### src/rtl/prng_decimal_display.sv
// Maximal-length Fibonacci LFSR (free-run or single-step) with a sequential double-dabble
// converter driving a 4-digit multiplexed active-low seven-segment display.
module prng_decimal_display #(
    parameter int unsigned WIDTH    = 8,
    parameter int unsigned STEP_DIV = 50_000_000,
    parameter int unsigned SCAN_DIV = 100_000,
    parameter bit          BLANK_LZ = 1'b1
) (
    input  logic             clk,
    input  logic             rst,
    input  logic             set_i,
    input  logic [WIDTH-1:0] seed_i,
    input  logic             run_i,
    input  logic             step_i,
    output logic [WIDTH-1:0] rnd_o,
    output logic             bcd_valid_o,
    output logic [6:0]       seg_o,
    output logic [3:0]       an_o,
    output logic             dp_o
);

    localparam int unsigned StepW = $clog2(STEP_DIV);
    localparam int unsigned ScanW = (SCAN_DIV > 1) ? $clog2(SCAN_DIV) : 1;

    if (WIDTH != 4 && WIDTH != 8 && WIDTH != 12 && WIDTH != 13) begin : g_bad_width
        $error("prng_decimal_display: WIDTH must be 4, 8, 12 or 13");
    end
    if (STEP_DIV <= WIDTH + 3) begin : g_bad_step_div
        $error("prng_decimal_display: STEP_DIV must exceed WIDTH+3");
    end
    if (SCAN_DIV < 1) begin : g_bad_scan_div
        $error("prng_decimal_display: SCAN_DIV must be at least 1");
    end

    function automatic logic [WIDTH-1:0] tap_mask();
        logic [31:0] m;
        m = 32'h0;
        case (WIDTH)
            4:       m = 32'h0000_000C;
            8:       m = 32'h0000_00B8;
            12:      m = 32'h0000_0829;
            13:      m = 32'h0000_100D;
            default: m = 32'h0;
        endcase
        return m[WIDTH-1:0];
    endfunction

    localparam logic [WIDTH-1:0] TapMask = tap_mask();
    localparam logic [WIDTH-1:0] RndOne  = {{(WIDTH-1){1'b0}}, 1'b1};

    function automatic logic [6:0] seg_decode(input logic [3:0] d);
        case (d)
            4'd0:    return 7'h40;
            4'd1:    return 7'h79;
            4'd2:    return 7'h24;
            4'd3:    return 7'h30;
            4'd4:    return 7'h19;
            4'd5:    return 7'h12;
            4'd6:    return 7'h02;
            4'd7:    return 7'h78;
            4'd8:    return 7'h00;
            4'd9:    return 7'h10;
            default: return 7'h7F;
        endcase
    endfunction

    typedef enum logic [1:0] {StIdle, StLoad, StShift, StDone} conv_state_e;

    logic [WIDTH-1:0] rnd_q, rnd_d, rnd_next;
    logic [StepW-1:0] step_cnt_q, step_cnt_d;
    logic             upd;
    logic             conv_req_q;

    conv_state_e      state_q, state_d;
    logic             pend_q, pend_d;
    logic [3:0]       cnt_q, cnt_d;
    logic [15:0]      bcd_q, bcd_d, bcd_adj;
    logic [WIDTH-1:0] sh_q, sh_d;
    logic [15:0]      digits_q, digits_d;
    logic             valid_q, valid_d;

    logic [ScanW-1:0] scan_cnt_q, scan_cnt_d;
    logic [1:0]       idx_q, idx_d;
    logic [6:0]       seg_q, seg_d;
    logic [3:0]       an_q, an_d;
    logic [3:0]       blank;

    assign rnd_next = {rnd_q[WIDTH-2:0], ^(rnd_q & TapMask)};

    // LFSR update: set beats advance; zero seed would lock up, so it maps to 1.
    always_comb begin
        rnd_d      = rnd_q;
        step_cnt_d = step_cnt_q;
        upd        = 1'b0;
        if (set_i) begin
            rnd_d      = (seed_i == '0) ? RndOne : seed_i;
            step_cnt_d = '0;
            upd        = 1'b1;
        end else if (run_i) begin
            if (step_cnt_q == StepW'(STEP_DIV - 1)) begin
                step_cnt_d = '0;
                rnd_d      = rnd_next;
                upd        = 1'b1;
            end else begin
                step_cnt_d = step_cnt_q + 1'b1;
            end
        end else begin
            step_cnt_d = '0;
            if (step_i) begin
                rnd_d = rnd_next;
                upd   = 1'b1;
            end
        end
    end

    always_comb begin
        bcd_adj = bcd_q;
        for (int i = 0; i < 4; i++) begin
            if (bcd_q[4*i +: 4] >= 4'd5) begin
                bcd_adj[4*i +: 4] = bcd_q[4*i +: 4] + 4'd3;
            end
        end
    end

    always_comb begin
        state_d  = state_q;
        pend_d   = pend_q;
        cnt_d    = cnt_q;
        bcd_d    = bcd_q;
        sh_d     = sh_q;
        digits_d = digits_q;
        valid_d  = 1'b0;
        case (state_q)
            StIdle: begin
                if (conv_req_q) state_d = StLoad;
            end
            StLoad: begin
                sh_d    = rnd_q;
                bcd_d   = '0;
                cnt_d   = '0;
                state_d = StShift;
                if (conv_req_q) pend_d = 1'b1;
            end
            StShift: begin
                bcd_d = (bcd_adj << 1) | {15'b0, sh_q[WIDTH-1]};
                sh_d  = sh_q << 1;
                cnt_d = cnt_q + 4'd1;
                if (cnt_q == 4'(WIDTH - 1)) state_d = StDone;
                if (conv_req_q) pend_d = 1'b1;
            end
            StDone: begin
                digits_d = bcd_q;
                valid_d  = 1'b1;
                if (pend_q || conv_req_q) begin
                    state_d = StLoad;
                    pend_d  = 1'b0;
                end else begin
                    state_d = StIdle;
                end
            end
            default: state_d = StIdle;
        endcase
    end

    // Outputs are computed from next-state so they move only on scan advance or digit update.
    always_comb begin
        scan_cnt_d = scan_cnt_q + 1'b1;
        idx_d      = idx_q;
        if (scan_cnt_q == ScanW'(SCAN_DIV - 1)) begin
            scan_cnt_d = '0;
            idx_d      = idx_q + 2'd1;
        end
        blank[0] = 1'b0;
        blank[1] = BLANK_LZ && (digits_d[15:4] == 12'h0);
        blank[2] = BLANK_LZ && (digits_d[15:8] == 8'h0);
        blank[3] = BLANK_LZ && (digits_d[15:12] == 4'h0);
        seg_d    = blank[idx_d] ? 7'h7F : seg_decode(digits_d[{idx_d, 2'b00} +: 4]);
        an_d     = ~(4'b0001 << idx_d);
    end

    always_ff @(posedge clk or posedge rst) begin
        if (rst) begin
            rnd_q      <= RndOne;
            step_cnt_q <= '0;
            conv_req_q <= 1'b0;
            state_q    <= StIdle;
            pend_q     <= 1'b0;
            cnt_q      <= '0;
            bcd_q      <= '0;
            sh_q       <= '0;
            digits_q   <= 16'h0001;
            valid_q    <= 1'b0;
            scan_cnt_q <= '0;
            idx_q      <= 2'd0;
            seg_q      <= 7'h79;
            an_q       <= 4'b1110;
        end else begin
            rnd_q      <= rnd_d;
            step_cnt_q <= step_cnt_d;
            conv_req_q <= upd;
            state_q    <= state_d;
            pend_q     <= pend_d;
            cnt_q      <= cnt_d;
            bcd_q      <= bcd_d;
            sh_q       <= sh_d;
            digits_q   <= digits_d;
            valid_q    <= valid_d;
            scan_cnt_q <= scan_cnt_d;
            idx_q      <= idx_d;
            seg_q      <= seg_d;
            an_q       <= an_d;
        end
    end

    assign rnd_o       = rnd_q;
    assign bcd_valid_o = valid_q;
    assign seg_o       = seg_q;
    assign an_o        = an_q;
    assign dp_o        = 1'b1;

endmodule
### config.mk
export PLATFORM = sky130hd
export DESIGN_NAME = prng_decimal_display
export DESIGN_NICKNAME = d
export VERILOG_FILES = /design/src/rtl/prng_decimal_display.sv
export SDC_FILE = /design/constraint.sdc
export NUM_CORES = 1
export LEC_CHECK = 0
export CORE_MARGIN = 2
export CORE_UTILIZATION = 35
export CTS_BUF_LIST = sky130_fd_sc_hd__clkbuf_4
export DETAILED_ROUTE_END_ITERATION = 6
export DONT_BUFFER_PORTS = 1
export GPL_ROUTABILITY_DRIVEN = 0
export PLACE_DENSITY = 0.51
export SYNTH_ARGS = -nofsm -noshare
export SYNTH_HDL_FRONTEND = slang
export SYNTH_SLANG_ARGS = --single-unit
### constraint.sdc
create_clock -name clk -period 3.8 [get_ports clk]
set_clock_uncertainty 0.05 [all_clocks]
set_input_delay 0.76 -clock clk [delete_from_list [all_inputs] [get_ports clk]]
set_output_delay 0.76 -clock clk [all_outputs]
set_load 0.05 [all_outputs]
# --- Word-level counts from Yosys, hierarchy flattened ---
# Memories as Yosys holds them, arrays and structs flattened.
# Index checks and enable logic that the tools add are counted.
totals:
  ff_bits: 113
  romBits: 112
  in_bits: 13
  out_inout_bits: 21
  elab_cells: 90
  mem_count: 1
op_classes:
  n_addsub: 8
  order_cmp: 5
  eq_ne: 11
  shift: 2
  muxes: 33
  bitwise_logic: 2
  n_reduce_logical: 14
memory_table:
  columns: ["name", "depth", "word_bits", "read_ports", "rd_clocked_by_memory_dff", "write_ports", "line_no", "text"]
  rows:
  - ["(no name shown)", 16, 7, 1, 0, 0, "52", "case (d)"]
ops:
  columns: ["cell", "count"]
  rows:
  - ["2-to-1 mux 26 bit", 3]
  - ["2-to-1 mux 8 bit", 5]
  - ["one-hot mux 16 bit (2 select lines)", 1]
  - ["adder 26 x 1 -> 26 bit (second input constant)", 1]
  - ["equality test 26 bit (second input constant)", 1]
  - ["adder 17 x 1 -> 17 bit (second input constant)", 1]
  - ["equality test 17 bit (second input constant)", 1]
  - ["2-to-1 mux 17 bit", 1]
  - [">= comparator 4 x 3 -> 1 bit (second input constant)", 4]
  - ["logical NOT 8 bit", 2]
  - ["2-to-1 mux 16 bit", 1]
  - ["OR 16 x 1 -> 16 bit", 1]
  - ["one-hot mux 8 bit (2 select lines)", 1]
  - ["variable part select 16 x 5 -> 4 bit", 1]
  - ["adder 4 x 2 -> 4 bit (second input constant)", 3]
  - ["logical NOT 12 bit", 1]
  - ["2-to-1 mux 4 bit", 3]
  - ["2-to-1 mux 1 bit", 9]
  - ["one-hot mux 2 bit (4 select lines)", 1]
  - ["one-hot mux 4 bit (2 select lines)", 1]
  - ["parity 8 bit", 1]
  - ["2-to-1 mux 7 bit", 1]
  - ["2-to-1 mux 2 bit", 3]
  - ["inequality test 2 bit (second input constant)", 3]
  - ["other kinds (22)", 25]

# --- Longest topological paths before layout ---
# Gate-level depths: netlist (run 1).
logic_depth:
  depth_word: 6
  mapped_depth: 13
  depth_no_buf: 11

# --- Least setup slack after synthesis (run 1) ---
# Ideal clock, no wire load.
synth_timing:
  path_kind: "flip-flop to flip-flop"
  start: "register scan_cnt_q[6]"
  end: "register seg_q[1], in the netlist seg_o[1]"
  setup_time_ns: 0.076
  t_arrival_ns: 2.770
  t_required_ns: 3.674
  slack_ns: 0.904
  stages_incl_launch_ff: 11
  n_path_buf: 1
  period_less_slack_ns: 2.896
  path_cell_list: "dfrtp_1 > or4_4 > nor4_4 > buf_4 > mux2i_1 > nor4b_4 > inv_2 > ha_1 > inv_1 > o21a_1 > o21ai_1"
synth_between:
  elab_chain_cells: 5
  elab_cells_between_ends: 7
  classes_between: "eq/ne (1); shift (1); mux (4); memory (1)"
synth_lines:
  columns: ["element", "line_no", "text"]
  rows:
  - ["start: declaration", "82", "logic [ScanW-1:0] scan_cnt_q, scan_cnt_d;"]
  - ["start signal: assignment", "208", "scan_cnt_q <= scan_cnt_d;"]
  - ["equality test 17 bit (*)", "169", "if (scan_cnt_q == ScanW'(SCAN_DIV - 1)) begin"]
  - ["2-to-1 mux 2 bit (*)", "169", null]
  - ["variable part select 16 x 5 -> 4 bit or binary-select mux 1 bit (select 2 bit) (tied branches)", "177", "seg_d = blank[idx_d] ? 7'h7F : seg_decode(digits_d[{idx_d, 2'b00} +: 4]);"]
  - ["memory (16 x 7 bit) or 2-to-1 mux 1 bit (tied branches)", null, null]
  - ["2-to-1 mux 7 bit (*)", "177", null]
  - ["via seg_d[1]", "84", "logic [6:0] seg_q, seg_d;"]
  - ["end signal: assignment", "210", "seg_q <= seg_d;"]
  - ["end: declaration", "84", null]
# Mark *: on every way through the listed nets, which the timed path passes. The rest lies on a longest branch. The select of a mux whose other input is x is not followed.
# A chain may end at the register's enable or synchronous reset.

# --- Worst setup path after layout (run 1) ---
# Same ends and word-level chain as after synthesis.

==> results of run 1 <==
[stage by stage]
step                      area [um2]  cells
final                           6230    798
after global placement          5990    765
after CTS                       6230    797
after floorplan                 5750    566
after global routing            6230    798
after detailed placement        5990    765
[final cells by class]
type	count	area, um2
antenna	1	2.50
tap	216	270
multi-input combinational	398	2690
clock buffer	23	173
inverter	31	119
fill	1608	9770
clock inverter	9	66.3
sequential	113	2840
timing repair buffer	7	65.1
[layer usage]
metal	vias up	routed length (um)	GRT usage [%]
met1	1932	5240	17.1
li1	1975	-	-
met4	0	176	5.38
met2	41	5190	21.5
met3	16	352	4.31
met5	-	0	0
[cells by family (layout without fill, tap and decap cells)]
kind of cell / after synthesis / after routing / share of synthesized area [%]
simple gates: 199 / 199 / 18.2
flops: 113 / 113 / 49.4
compound gates: 89 / 89 / 9.37
buf+inv: 55 / 70 / 3.83
xor+xnor: 47 / 47 / 7.15
mux: 41 / 41 / 7.52
fa+ha+maj: 21 / 21 / 4.52
other cells: 1 / 2 / 0.0652
[registers in the layout, indices dropped and copies added, names as in the netlist]
signal and count:
bcd_q 16, state_q 2, idx_q 2, step_cnt_q 26
rnd_o 8, conv_req_q 1, seg_o 7, bcd_valid_o 1
pend_q 1, cnt_q 4, an_o 4, scan_cnt_q 17
sh_q 8, digits_q 16
[how the worst max path moves through the flow]
| stage | depth (start not counted) | start | endpoint |
|---|---|---|---|
| after floorplan | 1 | rst | an_o[0] |
| after global placement | 9 | scan_cnt_q[6] | seg_o[1] |
| after detailed placement | 9 | scan_cnt_q[6] | seg_o[1] |
| after CTS | 9 | scan_cnt_q[6] | seg_o[1] |
| after global routing | 10 | scan_cnt_q[0] | seg_o[1] |
| final | 9 | scan_cnt_q[6] | seg_o[1] |
[layout by cell type, fill, tap and decap left out, drive strengths merged, types with 2 or more instances in the layout]
cell,instances
a21oi,29
clkbuf,23
nand2b,8
xor2,30
nor2b,4
nor4,8
and4,4
mux2i,23
nor2,66
o31ai,4
dfrtp,103
nand4,10
nor4b,3
nand2,34
a32o,3
and3,7
inv,31
nor3,5
nand3,28
clkinv,7
mux2,18
o22ai,12
ha,20
o22a,4
buf,7
o21ai,25
xnor2,17
o21a,2
and2,4
nor3b,10
dfstp,10
[power by group]
group,switching (mW),leakage (nW),internal (mW)
combinational,0.455,1.06,0.282
clock,0.431,0.136,0.355
sequential,0.200,1.48,1.34
total,1.09,2.68,1.97
==> out/results.tsv, run 1 <==
stage	metric	value	unit
grt	global route overflow	0	
sta	Tightest Pin Transition	1.02	ns
hold_path	hold path start	set_i	
clocking	clk_lat worst skew	0.52	ns
route	Vias	3964	
pwr	Max rail drop VDD	0.212	mV
floorplan	Die Ht	132	um
yosys	Synth Flop Type	dfrtp_1	
sta	count of final hold-check violations	0	
critical_path	r2r setup slk	0.49	ns
grt	largest net degree at the start of global routing	81	
critical_path	Crit Reg-Reg Startpoint	scan_cnt_q[6]	
pwr	Final Power	3.06	mW
route	detail-routed via count per cell	4.97	
clocking	clock buffer depth	2	
grt	gr usage total	13.5	%
sta	pins over their slew limit	0	
hold_path	Hold WC Path Type	in -> reg	
critical_path	crit path DAT	3.70	ns
clocking	hold_buf cts	0	
yosys	commonest cells in the netlist	dfrtp_1, nor2_1, nand2_1	
sta	slew margin rel.	31.7	%
yosys	Synth Instances	566	
clocking	CTS root buf	clkbuf_4	
critical_path	critical-path cell list	or4_4 -> nor4_4 -> mux2i_1 -> nor4b_4 -> inv_2 -> ha_1 -> inv_1 -> o21a_1 -> o21ai_1	
pwr	Power Density	491	nW/um2
critical_path	reg2reg path depth	9	
hold_path	WHS Endpoint	step_cnt_q[6]	
clocking	H-tree Lvls	4	
yosys	Net Count, Synth	599	
floorplan	Die Wd	132	um
hold_path	Worst Hold Depth	1	
sta	Setup TNS	0	ns
critical_path	FF-to-FF End	seg_o[1]	
critical_path	Largest stage delay, worst path	0.71	ns
finish	area grow syn2layout	8.26	%
pwr	static leakage	2.68	nW
yosys	Seq/Total Area, Yosys	49.4	%
critical_path	WP buf/inv	2	
floorplan	area of the core	16000	um2
sta	crit share post-route	87.1	%
route	Routed WL	11000	um
grt	initial antenna violation count	1	
clocking	TritonCTS Buffers	17	
critical_path	Slowest cell on crit path	nor4_4	
floorplan	Initial Utilization	36.0	%
floorplan	FP Rows	46	
placed_design	pre-CTS WS	0.523	ns
yosys	cell with the most instances after synthesis	dfrtp_1	
yosys	Syn Area/Cell	10.2	um2
finish	layout cells sized above 1	12.2	%
yosys	EDFF count, synth	0	
yosys	Netlist cell types	59	
placed_design	HPWL after detailed placement	7460	um
clocking	clk slew on worst S/H paths	0.09	ns
yosys	Syn. warnings	0	
critical_path	Max FO, Critical Path	13	
critical_path	WS Path Type	reg -> reg	
sta	final setup margin	0.489	ns
route	number of nets with antenna violations after routing	0	
yosys	synth top area cells	dfrtp_1, dfstp_2, xor2_1	
finish	final net count	601	
route	drt initial violations	207	
yosys	share of the synthesized area in the top cell type	44.8	%
grt	first-pass GRT wire length	19100	um
placed_design	Port Buf Inserts	0	
sta	min cycle time layout	3.31	ns
route	drt drc	0	
floorplan	IO Pins	34	
yosys	synthesized cell area	5750	um2
critical_path	Worst EP required	4.19	ns
sta	endpoints failing setup	0	
critical_path	Critical Path End Type	flip-flop	
yosys	top cell type by total area after synthesis	dfrtp_1	
route	WL per Instance	13.7	um
critical_path	cell family with most CP delay	simple AND/OR/NAND/NOR gates	
clocking	CTS tree	built	
floorplan	die area	17500	um2
yosys	Synth Register Bits	113	
status	status	complete, no violations	
sta	maximum clock rate	302	MHz
finish	final core occ	38.9	%
clocking	clk sink count	113	
sta	RSZ-0062 raised after global routing	false	
yosys	Post-synth ARST share	100	%
sta	hold_ws	0.255	ns
flow_run	MaxCap Viol Count	0	
clocking	post-CTS setup buffer count	0	
critical_path	CP Launch Type	flip-flop	
grt	vias in the first global route	3965	
clocking	post_cts resized	0	
route	DRT Pass-1 Iters	4	
No activity file was read; power rests on OpenSTA's default activity.
==> run 2, diff against run 1 <==
--- a/config.mk
+++ b/config.mk
@@ -11,7 +11,6 @@
 export DETAILED_ROUTE_END_ITERATION = 6
 export DONT_BUFFER_PORTS = 1
 export GPL_ROUTABILITY_DRIVEN = 0
-export PLACE_DENSITY = 0.51
 export SYNTH_ARGS = -nofsm -noshare
 export SYNTH_HDL_FRONTEND = slang
 export SYNTH_SLANG_ARGS = --single-unit
==> run 2 against run 1 <==
Net effect:
- critical path depth unchanged
- final cell count is 0.13% lower
- combinational power shrank 0.9%
- cell area is 0.48% lower
- critical path type unchanged
- worst setup slack improved by 0.12 ns
- highest routed layer unchanged
- global-route usage is 0.55 points lower
- largest cell class unchanged
==> out/results.tsv, run 2 (synthesis results as in run 1) <==
stage	metric	value	unit	change
floorplan	Die Wd	132	um	unchanged
pwr	Reg power frac	51.6	%	+1.4 points
sta	slew margin rel.	39.2	%	+7.5 points
pwr	Comb pwr share	24.5	%	+0.4 points
grt	routing usage on met3	3.31	%	-1.0 points
sta	final setup margin	0.613	ns	+0.124 ns
grt	largest net degree at the start of global routing	66		-19%
finish	Largest regs	step_cnt_q x26, scan_cnt_q x17		
critical_path	cell family with most CP delay	simple AND/OR/NAND/NOR gates		
clocking	clock buffer depth	2		unchanged
route	WL per Instance	13.4	um	-2.3%
pwr	Max rail drop VDD	0.267	mV	+26%
placed_design	HPWL after detailed placement	7340	um	-1.6%
sta	Setup TNS	0	ns	unchanged
status	status	complete, no violations		
floorplan	area of the core	16000	um2	unchanged
sta	RSZ-0062 raised after global routing	false		
grt	initial antenna violation count	1		unchanged
clocking	clk_lat worst skew	0.52	ns	about the same
pwr	static leakage	2.67	nW	-0.34%
route	Vias	4041		+1.9%
critical_path	Critical Path End Type	flip-flop		
sta	min cycle time layout	3.19	ns	-0.124 ns
pwr	NetSw	1.08	mW	-0.58%
pwr	Int Pwr	1.90	mW	-3.6%
finish	commonest non-fill, non-tap cell in the layout	dfrtp_1		
critical_path	Largest stage delay, worst path	0.62	ns	-0.09 ns
critical_path	critical-path cell list	or4_4 -> nor4_4 -> nor3b_1 -> nor4b_4 -> inv_2 -> ha_1 -> inv_1 -> o21a_1 -> o21ai_1		
critical_path	WP buf/inv	2		unchanged
clocking	TritonCTS Buffers	17		unchanged
floorplan	FP Rows	46		unchanged
critical_path	Worst EP required	4.19	ns	about the same
sta	pins over their slew limit	0		unchanged
placed_design	Port Buf Inserts	0		unchanged
clocking	CTS root buf	clkbuf_4		
grt	global route overflow	0		unchanged
sta	maximum clock rate	314	MHz	+3.9%
flow_run	MaxCap Viol Count	0		unchanged
sta	Tightest Pin Transition	0.911	ns	-0.113 ns
grt	vias in the first global route	3957		-0.20%
clocking	hold_buf cts	0		unchanged
grt	Global Route met1 Usage	15.6	%	-1.5 points
clocking	clk slew on worst S/H paths	0.09	ns	about the same
grt	gr usage total	12.9	%	-0.55 points
finish	layout cells sized above 1	12.2	%	+0.021 points
critical_path	CP Launch Type	flip-flop		
critical_path	Critical path origin	scan_cnt_q[6]		
sta	endpoints failing setup	0		unchanged
critical_path	Max FO, Critical Path	10		-3
placed_design	pre-CTS WS	0.613	ns	+0.0900 ns
floorplan	die area	17500	um2	unchanged
sta	count of final hold-check violations	0		unchanged
critical_path	r2r setup slk	0.61	ns	+0.12 ns
route	drt initial violations	275		+33%
grt	grt peak-use layer	met2		
clocking	clk sink count	113		unchanged
floorplan	Die Ht	132	um	unchanged
finish	most frequent cells in the layout	dfrtp_1, nor2_1, nand2_1		
finish	final net count	600		-0.17%
clocking	H-tree Lvls	4		unchanged
sta	crit share post-route	83.9	%	-3.3 points
critical_path	crit path DAT	3.58	ns	-0.12 ns
critical_path	Slowest cell on crit path	nor4_4		
route	Routed WL	10700	um	-2.4%
clocking	CTS tree	built		
finish	number of fill cells	1613		+0.31%
grt	first-pass GRT wire length	18500	um	-2.9%
grt	GRT met2 Usage	21.6	%	+0.087 points
critical_path	Crit Reg-Reg Startpoint	scan_cnt_q[6]		
hold_path	Hold WC Path Type	in -> async		
route	number of nets with antenna violations after routing	0		unchanged
pwr	net switching fraction of the power	36.2	%	+0.72 points
route	drt drc	0		unchanged
critical_path	reg2reg path depth	9		unchanged
critical_path	FF-to-FF End	seg_o[1]		
floorplan	IO Pins	34		unchanged
route	detail-routed via count per cell	5.07		+2.1%
finish	Largest register FFs	26		unchanged
route	DRT Pass-1 Iters	6		+2
critical_path	WS Path Type	reg -> reg		
finish	Largest Register	step_cnt_q		
pwr	Power Density	481	nW/um2	-2.1%
floorplan	Initial Utilization	36.0	%	unchanged
finish	area grow syn2layout	7.74	%	
clocking	post-CTS setup buffer count	0		unchanged
pwr	clock power share	23.9	%	-1.8 points
clocking	post_cts resized	0		unchanged
==> run 2: cell count changes in the layout (fill, tap and decap cells not counted), sizes merged <==
cell,previous run,this run
bufinv,1,0
clkinv,7,9
buf,7,6
clkinvlp,1,0
==> run 2: power by group through the flow <==
stage	clock network, mW	registers [mW]	logic (mW)
after CTS	0.752	1.54	0.738
after global placement	0	1.56	0.711
final	0.713	1.54	0.730
after detailed placement	0	1.56	0.737
after floorplan	0	1.54	0.594
after global routing	0.811	1.55	0.824
==> run 2: per-stage QoR <==
stage	hold slack [ns]	utilization, %	power (mW)	area (um2)	cells
3_3_place_gp	0.417	37.4	2.27	5980	764
2_1_floorplan	0.401	-	2.13	5750	566
5_1_grt	0.143	38.7	3.19	6200	797
6_report	0.132	38.7	2.98	6200	797
3_5_place_dp	0.426	37.4	2.30	5980	764
4_1_cts	0.111	38.7	3.03	6200	796
==> run 2: worst max path at each step <==
stage	cells past startpoint	endpoint	slack, ns
after floorplan	1	an_o[0]	0.02
after global placement	9	seg_o[1]	0.71
after detailed placement	9	seg_o[1]	0.61
after CTS	9	seg_o[1]	0.59
after global routing	9	seg_o[1]	0.35
final	9	seg_o[1]	0.61
==> run 2: metal layers <==
layer | vias to the layer above | routed length, um | part of all wire [%]
li1 | 1983 | - | -
met1 | 1999 | 4860 | 45
met2 | 42 | 5360 | 50
met3 | 17 | 262 | 2.5
met4 | 0 | 205 | 1.9
met5 | - | 0 | 0
==> run 2: layout make-up <==
cell class | instances | area, um2 | share of cell area [%]
flip-flops and latches | 113 | 2840 | 45.8
multi-input cells | 398 | 2690 | 43.5
well taps | 216 | 270 | 4.36
clock buffers | 23 | 173 | 2.79
inverters | 31 | 119 | 1.92
repair buffers | 6 | 57.6 | 0.928
clock inverters | 9 | 43.8 | 0.706
diodes | 1 | 2.50 | 0.0404
==> run 3, diff against run 2 <==
--- a/config.mk
+++ b/config.mk
@@ -5,6 +5,7 @@
 export SDC_FILE = /design/constraint.sdc
 export NUM_CORES = 1
 export LEC_CHECK = 0
+export ABC_AREA = 1
 export CORE_MARGIN = 2
 export CORE_UTILIZATION = 35
 export CTS_BUF_LIST = sky130_fd_sc_hd__clkbuf_4
==> constraint.sdc (replaced) <==
create_clock -name clk -period 3 [get_ports clk]
set_clock_uncertainty 0.05 [all_clocks]
set_input_delay 0.6 -clock clk [delete_from_list [all_inputs] [get_ports clk]]
set_output_delay 0.6 -clock clk [all_outputs]
set_load 0.05 [all_outputs]
==> run 3 against run 2 <==
Net effect:
- hold slack worse by 0.081 ns
- combinational power is 58% higher
- global-route usage is 1.2 points higher
- register-to-register slack hardly changed
- sequential share of layout area is 2.6 points lower
- synthesized cell count is 29% higher
- utilization is 0.64 points higher
- worst setup slack worse by 0.013 ns
- fmax is 33% higher
- power is 45% higher
- highest routed layer unchanged
==> out/results.tsv, run 3 <==
stage	metric	value	unit	change
status	status	complete, no violations		
finish	area grow syn2layout	9.29	%	
clocking	TritonCTS Buffers	17		unchanged
grt	global route overflow	0		unchanged
critical_path	Crit Reg-Reg Startpoint	scan_cnt_q[0]		
placed_design	Port Buf Inserts	0		unchanged
flow_run	MaxCap Viol Count	0		unchanged
clocking	post_cts resized	0		unchanged
yosys	Syn Area/Cell	8.22	um2	-19%
yosys	Seq/Total Area, Yosys	47.2	%	-2.2 points
sta	pins over their slew limit	0		unchanged
route	DRT Pass-1 Iters	5		-1
floorplan	Die Ht	135	um	+2.2%
route	number of nets with antenna violations after routing	0		unchanged
critical_path	Critical Path End Type	flip-flop		
grt	first-pass GRT wire length	21000	um	+13%
sta	maximum clock rate	417	MHz	+33%
finish	Antenna Cells	0		-1
sta	crit share post-route	80.0	%	-3.9 points
floorplan	IO Pins	34		unchanged
yosys	Synth Register Bits	113		unchanged
sta	Tightest Pin Transition	0.816	ns	-0.0949 ns
route	WL per Instance	12.2	um	-9.3%
critical_path	critical-path cell list	ha_1 -> nand3_2 -> nor2_4 -> nand3_4 -> nand2_8 -> nand2_4 -> nand3_1 -> nand2_1 -> nor2_4 -> inv_1 -> ha_1 -> inv_1 -> nand3_1 -> nand3_1 -> nand3_1		
yosys	commonest cells in the netlist	nand2_1, inv_1, dfrtp_1		
finish	commonest non-fill, non-tap cell in the layout	nand2_1		
yosys	Syn. warnings	0		unchanged
clocking	H-tree Lvls	4		unchanged
grt	vias in the first global route	4559		+15%
critical_path	Critical path origin	scan_cnt_q[0]		
critical_path	crit path DAT	2.79	ns	-0.79 ns
clocking	post-CTS setup buffer count	0		unchanged
finish	most frequent cells in the layout	nand2_1, inv_1, dfrtp_1		
yosys	Post-synth ARST share	100	%	unchanged
critical_path	FF-to-FF End	seg_o[3]		
floorplan	Die Wd	135	um	+2.2%
yosys	Net Count, Synth	765		+28%
pwr	Final Power	4.33	mW	+45%
finish	number of fill cells	1689		+4.7%
critical_path	Slowest cell on crit path	dfrtp_1		
critical_path	WP buf/inv	2		unchanged
sta	endpoints failing setup	0		unchanged
clocking	CTS tree	built		
sta	min cycle time layout	2.40	ns	-0.787 ns
pwr	clock power share	26.9	%	+3.0 points
route	drt initial violations	344		+25%
finish	Largest register FFs	26		unchanged
clocking	CTS root buf	clkbuf_4		
critical_path	Worst EP required	3.39	ns	-0.80 ns
floorplan	area of the core	16700	um2	+4.4%
yosys	top cell type by total area after synthesis	dfrtp_1		
grt	initial antenna violation count	0		-1
clocking	clk sink count	113		unchanged
pwr	Comb pwr share	26.6	%	+2.1 points
sta	Setup TNS	0	ns	unchanged
yosys	Synth Instances	732		+29%
critical_path	CP Launch Type	flip-flop		
pwr	Power Density	659	nW/um2	+37%
finish	area of the multi-input gates	2690	um2	-0.32%
placed_design	HPWL after detailed placement	8570	um	+17%
sta	slew margin rel.	45.5	%	+6.2 points
pwr	static leakage	3.03	nW	+13%
clocking	clock buffer depth	2		unchanged
finish	Largest Register	step_cnt_q		
critical_path	WS Path Type	reg -> reg		
sta	RSZ-0062 raised after global routing	false		
floorplan	die area	18300	um2	+4.5%
yosys	Synth Flop Type	dfrtp_1		
floorplan	FP Rows	47		+2.2%
yosys	cell with the most instances after synthesis	nand2_1		
finish	layout cells sized above 1	11.9	%	-0.34 points
critical_path	r2r setup slk	0.60	ns	about the same
finish	Largest regs	step_cnt_q x26, scan_cnt_q x17		
yosys	EDFF count, synth	0		unchanged
finish	final net count	776		+29%
route	drt drc	0		unchanged
pwr	Int Pwr	2.72	mW	+43%
pwr	Max rail drop VDD	0.275	mV	+3.1%
critical_path	cell mode on critical path	nand3_1		
finish	register area	2840	um2	unchanged
critical_path	Largest stage delay, worst path	0.38	ns	-0.24 ns
sta	count of final hold-check violations	0		unchanged
yosys	share of the synthesized area in the top cell type	42.8	%	-2.0 points
floorplan	Initial Utilization	36.0	%	+0.072 points
clocking	clk_lat worst skew	0.51	ns	about the same
critical_path	cell family with most CP delay	simple AND/OR/NAND/NOR gates		
clocking	clk slew on worst S/H paths	0.10	ns	about the same
critical_path	Max FO, Critical Path	14		+4
hold_path	Hold WC Path Type	in -> async		
yosys	synthesized cell area	6020	um2	+4.6%
critical_path	CP Capture Point	seg_o[3]		
grt	gr usage total	14.1	%	+1.2 points
route	detail-routed via count per cell	4.79		-5.6%
pwr	NetSw	1.62	mW	+50%
pwr	net switching fraction of the power	37.3	%	+1.1 points
yosys	Netlist cell types	47		-20%
grt	largest net degree at the start of global routing	52		-21%
critical_path	reg2reg path depth	15		+6
clocking	hold_buf cts	0		unchanged
yosys	synth top area cells	dfrtp_1, nand2_1, inv_1		
route	Vias	4672		+16%
critical_path	WP depth	15		+6
pwr	Reg power frac	46.5	%	-5.1 points
route	Routed WL	11900	um	+11%
run 3: changes by cell type after synthesis, moves of 7 or more:
cell / before / now
nand2_2: 0 / 12
nand3_1: 28 / 56
mux2_2: 18 / 0
clkbuf_1: 16 / 8
o21ai_0: 23 / 63
xor2_1: 30 / 8
nor3_1: 5 / 12
xnor2_1: 17 / 5
nand2b_1: 8 / 0
inv_1: 30 / 109
nor3b_1: 10 / 1
mux2i_1: 23 / 5
nand2_1: 34 / 141
run 3: power groups by stage:
| stage | Sequential [mW] | Combinational, mW | Clock [mW] |
|---|---|---|---|
| floorplan | 2.02 | 0.898 | 0 |
| global placement | 2.05 | 1.15 | 0 |
| detailed placement | 2.05 | 1.16 | 0 |
| CTS | 2.02 | 1.16 | 1.21 |
| global route | 2.04 | 1.35 | 1.28 |
| finish | 2.02 | 1.15 | 1.17 |
run 3: layout make-up:
cell class              instances  area share (%)
clock buffers                  20            2.28
clock inverters                12            2.15
inverters                     113            6.51
multi-input cells             492            40.8
flip-flops and latches        113            43.2
well taps                     220            4.18
repair buffers                  6           0.875
run 3: per-layer routing:
layer / vias up / share of wire, % / track usage (%)
met5: - / 0 / 0
met4: 0 / 1.2 / 4.57
met3: 13 / 2.9 / 3.40
met2: 67 / 46 / 22.5
met1: 2191 / 50 / 19.1
li1: 2401 / - / -
run 3: worst min path at each step:
stage          cells past startpoint        endpoint  slack, ns           from
3_3_place_gp                       1   step_cnt_q[0]       0.40  step_cnt_q[0]
4_1_cts                            1  step_cnt_q[21]       0.04            rst
6_report                           1  step_cnt_q[21]       0.05            rst
5_1_grt                            1  step_cnt_q[20]       0.06            rst
2_1_floorplan                      1   step_cnt_q[0]       0.38  step_cnt_q[0]
3_5_place_dp                       1   step_cnt_q[0]       0.41  step_cnt_q[0]
run 3: stage by stage:
step                      util [%]  setup WS (ns)  hold slack [ns]  cell area (um2)  std cells
final                         39.4          0.600           0.0507             6580        976
after global routing          39.4          0.370           0.0614             6580        976
after CTS                     39.4          0.599           0.0412             6580        976
after detailed placement      37.6          0.603            0.413             6290        944
after global placement        37.6          0.656            0.402             6290        944
after floorplan                  -          0.784            0.383             6020        732
run 3: cells by family after synthesis:
logic type / Yosys count / synth area share, %
compound gates: 114 / 10.7
xor+xnor: 13 / 1.89
fa+ha+maj: 20 / 4.16
buf+inv: 127 / 8.19
flops: 113 / 47.2
mux: 5 / 0.832
other cells: 1 / 0.0623
simple gates: 339 / 26.9
